`src/rtl/lab_pkg.sv`:
```
// Shared types and constants for the 160x120 VGA drawing lab.
// Holds the draw sequencer state encoding, screen size and the default clear colour.
package lab_pkg;

  typedef enum logic [2:0] {
    S_IDLE    = 3'd0,
    S_CLR_RUN = 3'd1,
    S_CLR_REL = 3'd2,
    S_SHP_RUN = 3'd3,
    S_SHP_REL = 3'd4,
    S_DONE    = 3'd5
  } draw_seq_state;

  localparam int SCREEN_W = 160;
  localparam int SCREEN_H = 120;

  localparam logic [2:0] BLACK = 3'b000;

endpackage

```
`src/rtl/draw_sequencer_pixel_mux.sv`:
```
// pixel_mux: routes the active engine's pixel onto the VGA adapter.
// Selects clear or shape engine x/y/plot/colour; when neither engine is
// selected, every output is zero. Build macro DRAW_SEQ_CLIP_EN enables
// suppression of plots that fall outside the visible screen.
module pixel_mux
  import lab_pkg::*;
#(
  parameter int SCREEN_W = lab_pkg::SCREEN_W,
  parameter int SCREEN_H = lab_pkg::SCREEN_H
) (
  input  logic       sel_clr,
  input  logic       sel_shp,
  input  logic [2:0] clr_colour,
  input  logic [7:0] clr_x,
  input  logic [6:0] clr_y,
  input  logic       clr_plot,
  input  logic [2:0] shp_colour,
  input  logic [7:0] shp_x,
  input  logic [6:0] shp_y,
  input  logic       shp_plot,
  output logic [7:0] vga_x,
  output logic [6:0] vga_y,
  output logic [2:0] vga_colour,
  output logic       vga_plot
);

`ifdef DRAW_SEQ_CLIP_EN
  localparam bit CLIP_ON = 1'b1;
`else
  localparam bit CLIP_ON = 1'b0;
`endif

  localparam logic [7:0] X_LIM = 8'(SCREEN_W);
  localparam logic [6:0] Y_LIM = 7'(SCREEN_H);

  logic       mux_plot;
  logic       in_bounds;

  // Pick the active engine's pixel; the clear engine wins if both selects were ever high.
  always_comb begin
    vga_x      = 8'd0;
    vga_y      = 7'd0;
    vga_colour = BLACK;
    mux_plot   = 1'b0;
    if (sel_clr) begin
      vga_x      = clr_x;
      vga_y      = clr_y;
      vga_colour = clr_colour;
      mux_plot   = clr_plot;
    end else if (sel_shp) begin
      vga_x      = shp_x;
      vga_y      = shp_y;
      vga_colour = shp_colour;
      mux_plot   = shp_plot;
    end
  end

  // Coordinates always pass through; only the plot strobe is gated when clipping is built in.
  always_comb begin
    in_bounds = (vga_x < X_LIM) && (vga_y < Y_LIM);
    vga_plot  = mux_plot & (in_bounds | ~CLIP_ON);
  end

endmodule

```
`src/rtl/draw_sequencer.sv`:
```
// draw_sequencer: sequences the clear engine then the shape engine on a
// top-level start, handles each engine's start/done handshake and muxes the
// active engine's pixel onto the VGA adapter with the right colour.
// Optional build macro DRAW_SEQ_CLIP_EN clips plots outside the screen.
module draw_sequencer
  import lab_pkg::*;
#(
  parameter logic [2:0] CLR_COLOUR = BLACK,
  parameter int         SCREEN_W   = lab_pkg::SCREEN_W,
  parameter int         SCREEN_H   = lab_pkg::SCREEN_H
) (
  input  logic       clk,
  input  logic       rst_n,
  input  logic       start,
  input  logic [2:0] shp_colour,
  output logic       done,
  output logic       clr_start,
  input  logic       clr_done,
  input  logic [7:0] clr_x,
  input  logic [6:0] clr_y,
  input  logic       clr_plot,
  output logic       shp_start,
  input  logic       shp_done,
  input  logic [7:0] shp_x,
  input  logic [6:0] shp_y,
  input  logic       shp_plot,
  output logic [7:0] vga_x,
  output logic [6:0] vga_y,
  output logic [2:0] vga_colour,
  output logic       vga_plot
);

  draw_seq_state state;
  draw_seq_state state_next;

  // State register with synchronous active-low reset back to idle.
  always_ff @(posedge clk) begin
    if (!rst_n) begin
      state <= S_IDLE;
    end else begin
      state <= state_next;
    end
  end

  // Next-state and Moore handshake outputs; each REL state waits for the engine to drop done.
  always_comb begin
    state_next = state;
    clr_start  = 1'b0;
    shp_start  = 1'b0;
    done       = 1'b0;
    case (state)
      S_IDLE: begin
        if (start) state_next = S_CLR_RUN;
      end
      S_CLR_RUN: begin
        clr_start = 1'b1;
        if (clr_done) state_next = S_CLR_REL;
      end
      S_CLR_REL: begin
        if (!clr_done) state_next = S_SHP_RUN;
      end
      S_SHP_RUN: begin
        shp_start = 1'b1;
        if (shp_done) state_next = S_SHP_REL;
      end
      S_SHP_REL: begin
        if (!shp_done) state_next = S_DONE;
      end
      S_DONE: begin
        done = 1'b1;
        if (!start) state_next = S_IDLE;
      end
      default: begin
        state_next = S_IDLE;
      end
    endcase
  end

  logic sel_clr;
  logic sel_shp;

  // Engine pixels are only routed while that engine is running, never during release.
  always_comb begin
    sel_clr = (state == S_CLR_RUN);
    sel_shp = (state == S_SHP_RUN);
  end

  pixel_mux #(
    .SCREEN_W (SCREEN_W),
    .SCREEN_H (SCREEN_H)
  ) u_pixel_mux (
    .sel_clr    (sel_clr),
    .sel_shp    (sel_shp),
    .clr_colour (CLR_COLOUR),
    .clr_x      (clr_x),
    .clr_y      (clr_y),
    .clr_plot   (clr_plot),
    .shp_colour (shp_colour),
    .shp_x      (shp_x),
    .shp_y      (shp_y),
    .shp_plot   (shp_plot),
    .vga_x      (vga_x),
    .vga_y      (vga_y),
    .vga_colour (vga_colour),
    .vga_plot   (vga_plot)
  );

endmodule

```
`config.mk`:
```
export PLATFORM = sky130hd
export DESIGN_NAME = draw_sequencer
export DESIGN_NICKNAME = d
export VERILOG_FILES = /design/src/rtl/lab_pkg.sv /design/src/rtl/draw_sequencer_pixel_mux.sv /design/src/rtl/draw_sequencer.sv
export SDC_FILE = /design/constraint.sdc
export NUM_CORES = 1
export LEC_CHECK = 0
export ABC_CLOCK_PERIOD_IN_PS = 1310
export CAP_MARGIN = 20
export CORE_ASPECT_RATIO = 0.9
export CORE_MARGIN = 3
export CORE_UTILIZATION = 21
export CTS_CLUSTER_DIAMETER = 100
export CTS_CLUSTER_SIZE = 30
export DETAILED_ROUTE_END_ITERATION = 10
export PLACE_DENSITY = 0.76
export REMOVE_ABC_BUFFERS = 1
export SKIP_LAST_GASP = 1
export SLEW_MARGIN = 20
export SYNTH_ARGS = -nofsm -noshare
export SYNTH_HDL_FRONTEND = slang
export SYNTH_SLANG_ARGS = --single-unit
```
`constraint.sdc`:
```
create_clock -name clk -period 1.31 [get_ports clk]
set_input_delay 0.1965 -clock clk [delete_from_list [all_inputs] [get_ports clk]]
set_output_delay 0.1965 -clock clk [all_outputs]
set_load 0.03 [all_outputs]
```
# Word-level counts from Yosys, hierarchy flattened
# Index checks and enable logic that the tools add are counted.
# W data, S select, Z words.
[classes] n_eq_ne=11 mux=18 reduce_logical=2
[op_table] cell="$mux W3" count=8
[op_table] cell="$pmux W3 S6" count=1
[op_table] cell="$mux W8" count=2
[op_table] cell="$mux W7" count=2
[op_table] cell="$ne A2 B2 Y1 const B" count=6
[op_table] cell="$eq A3 B2 Y1 const B" count=2
[op_table] cell="$eq A3 B3 Y1 const B" count=2
[op_table] cell="$reduce_and A6 Y1" count=1
[op_table] cell="$mux W1" count=5
[op_table] cell="$eq A3 B1 Y1 const B" count=1
[op_table] cell="$logic_not A3 Y1" count=1
[word_totals] regBits=3 output_inout_bits=22

# Longest topological paths before layout
[logic_depth] depth_word=3 mapped_depth=4 depth_no_buf=3

# By module
# From an unflattened synthesis, not the netlist that was laid out.
[hier_totals] cells_unflattened=54 area_unflattened_um2=430.4
[by_module_without_submodules] module="draw_sequencer" n_inst=1 cells_each=26 area_each_um2=215.2 seq_area_each_um2=60.1
[by_module_without_submodules] module="pixel_mux" n_inst=1 cells_each=28 area_each_um2=215.2 seq_area_each_um2=0.0

# Worst setup path before layout
# No wires, ideal clock.
[synth_path] path_kind="flip-flop to output port" from="register state[0]" to="output port vga_x[0]" arrival_time_ns=1.275 t_required_ns=1.113 setup_slack_ns=-0.162 stages_incl_launch_ff=5 cell_sequence="dfxtp_1 -> inv_2 -> nor3_4 -> buf_6 -> a22o_1"
[synth_between] elab_chain_cells=3
[synth_lines] item="from (decl)" line_no="draw_sequencer.sv:33" text="draw_seq_state state;"
[synth_lines] item="from (signal assigned)" line_no="draw_sequencer.sv:41" text="state <= state_next;"
[synth_lines] item="$eq A3 B2 Y1" line_no="draw_sequencer.sv:85" text="sel_shp = (state == S_SHP_RUN);"
[synth_lines] item="$mux W8" line_no="draw_sequencer_pixel_mux.sv:50" text="end else if (sel_shp) begin"
[synth_lines] item="$mux W8 (*)" line_no="draw_sequencer_pixel_mux.sv:45" text="if (sel_clr) begin"
[synth_lines] item="to (decl)" line_no="draw_sequencer.sv:27" text="output logic [7:0] vga_x,"
# Mark *: on every way between the ends. The rest lies on a longest branch, timed or not.

# Final worst setup path
[layout_path] from="register state[2]" to="output port vga_x[3]"
# The elaborated chain is that of the path after synthesis.

==> reports/metrics.yaml <==
final_common_cell: "clkdlybuf4s50_1"
dr.first_iter.drc_count: 11
fin_skew_ns: 0.00352
final_nets: 159
ir_worst_vdd_mv: 0.622
syn_to_final_growth_pct: 203
grt_max_degree: 22
insertion_delay_ns: 0.23
rows: 13
p_leak_nw: 0.498
die_w_um: 50.6
cp-end-kind: "primary output"
drcViolationCount: 0
htreeDepth: 1
synth-seq-cells: 3
crit_slowest_cell: "dfxtp_4"
synth_simple_gate_area_share: 0.269
synthCells: 45
drv_cap: 0
cp.arrival_ns: 1.37
pin_count: 62
synth_top_family_by_area: "compound AO/OA/AOI/OAI gates"
portBuffers: 61
power_density_nw_per_um2: 712
fillers: 127
timing.critical_path.buf_inv: 3
hold_viol: 0
largest_reg_flops: 3
grtUsageTotal: 0.189
core_area_um2: 1560
routed_wl_mm: 2.11
antenna_found_initial: 0
cts_sinks: 3
synth_flop_cell: "dfxtp_1"
synth_mux_area_frac: 0
dr.pass1.iters: 2
slowest_delay_ns: 0.35
fin_crit_ns: 1.56
overflow: 0
rsz0062_at_grt: "yes"
yosysSeqAreaShare: 0.159
vias: 666
cts_root_buf: "clkbuf_4"
syn_avg_cell_area_um2: 8.37
cp_max_fo: 5
regMostFlops: "state"
die_area_um2: 2340
top_regs: "state: 3 flops"
fin_crit_sh: 1.19
synth_cell_types: 20
diodes: 0
cp_top_family: "buffers and inverters"
worst_pin_slew_ns: 0.190
grt_pass1_wl_mm: 3.22
setup_ws_ns: -0.254
grt_pass1_vias: 647
path_cells: "nor3_4 > buf_4 > buf_12 > a22o_1 > buf_6"
slew_violations: 0
gp_congestion: 0.756
max_clock_freq_mhz: 639
finalInstanceArea_um2: 1140
route.detailed.wl_per_inst_um: 15.1
clk_pin_slew_worst_paths_ns: 0.03
synth_edf_count: 0
cts_buffers: 3
start_kind: "flip-flop"
failed_checks: "setup timing"
die_y_um: 46.2
hold_class: "primary input to flip-flop"
hold_ws_ns: 0.581
crit_required_ns: 1.11
worstSetupPathType: "flip-flop to primary output"
async_reset_ff_frac: 0
synthAdderAreaFrac: 0
viasPerCell: 4.76
status: "complete, but fails checks"
initial_core_util: 0.241
setup_viol: 21
synthesis.area_um2: 377
postPlaceCellArea_um2: 1000
cts_tree: "yes"
clockBufferDepth: 2
mostFrequentLayoutCells: "clkdlybuf4s50_1, buf_4, a22o_1"
ant_nets: 0
synth_xor_area_frac: 0
drive_above_1_share: 0.356
yosysWarnings: 0
max-slew-margin-rel: 0.873
synth_compound_area_frac: 0.505
[cells in the mapped netlist, types with 2 or more instances]
cell type  instances  share of area
a22o_1            16           0.37
and2_1             4          0.066
dfxtp_1            3           0.16
nand2_1            3          0.030
nand2b_1           3          0.050
buf_2              2          0.027
[cells by family (layout without fill, tap and decap cells)]
group                  count (synthesis)  after routing
DFF                                    3              3
and+or+nand+nor                       15             15
AOI/OAI and AO/OA                     23             23
buffers and inverters                  4             77
[where the power goes]
| part | internal (W) | switching [W] | total [W] |
|---|---|---|---|
| registers | 0.0000988 | 0.00000862 | 0.000107 |
| logic | 0.000310 | 0.000231 | 0.000541 |
| clock network | 0.000114 | 0.0000493 | 0.000164 |
[layout make-up]
type	count	area [um2]	area share
timing repair buffer	72	724	0.635
inverter	1	3.75	0.00329
sequential	3	66.3	0.0581
multi-input combinational	38	293	0.257
tap	22	27.5	0.0241
clock buffer	4	26.3	0.0230
[metal layers]
metal	GRT usage	wire length [um]
met5	0	0
met4	0.0806	18
met3	0.0485	136
met2	0.362	1120
met1	0.198	832
[stage by stage]
stage	TNS, ns	utilization	power, W	std cells	worst slack (ns)
after floorplan	-7.12	-	0.000317	42	-0.373
after global placement	0	0.641	0.000565	130	0.0243
after detailed placement	-0.00687	0.641	0.000570	130	-0.00396
after CTS	-4.06	0.740	0.000834	140	-0.227
after global routing	-6.25	0.731	0.000864	140	-0.351
final	-4.40	0.731	0.000812	140	-0.254
[worst paths after layout]
check	start	to	slack, ns	cells past startpoint
setup reg to reg	state[0]	state[0]	0.18	4
hold reg to reg	state[2]	state[1]	0.61	2
setup / recovery	state[2]	vga_x[3]	-0.25	5
hold / removal	rst_n	state[2]	0.58	2
[repair_timing]
item | 4_1_cts | 5_1_grt
setup endpoints to repair | 22 | 22
hold buffers | 0 | 0
pin swaps | 1 | 3
gates cloned | 2 | 0
buffers inserted | 4 | 1
gates resized for setup | 16 | 2
No activity file was read; power rests on OpenSTA's default activity.
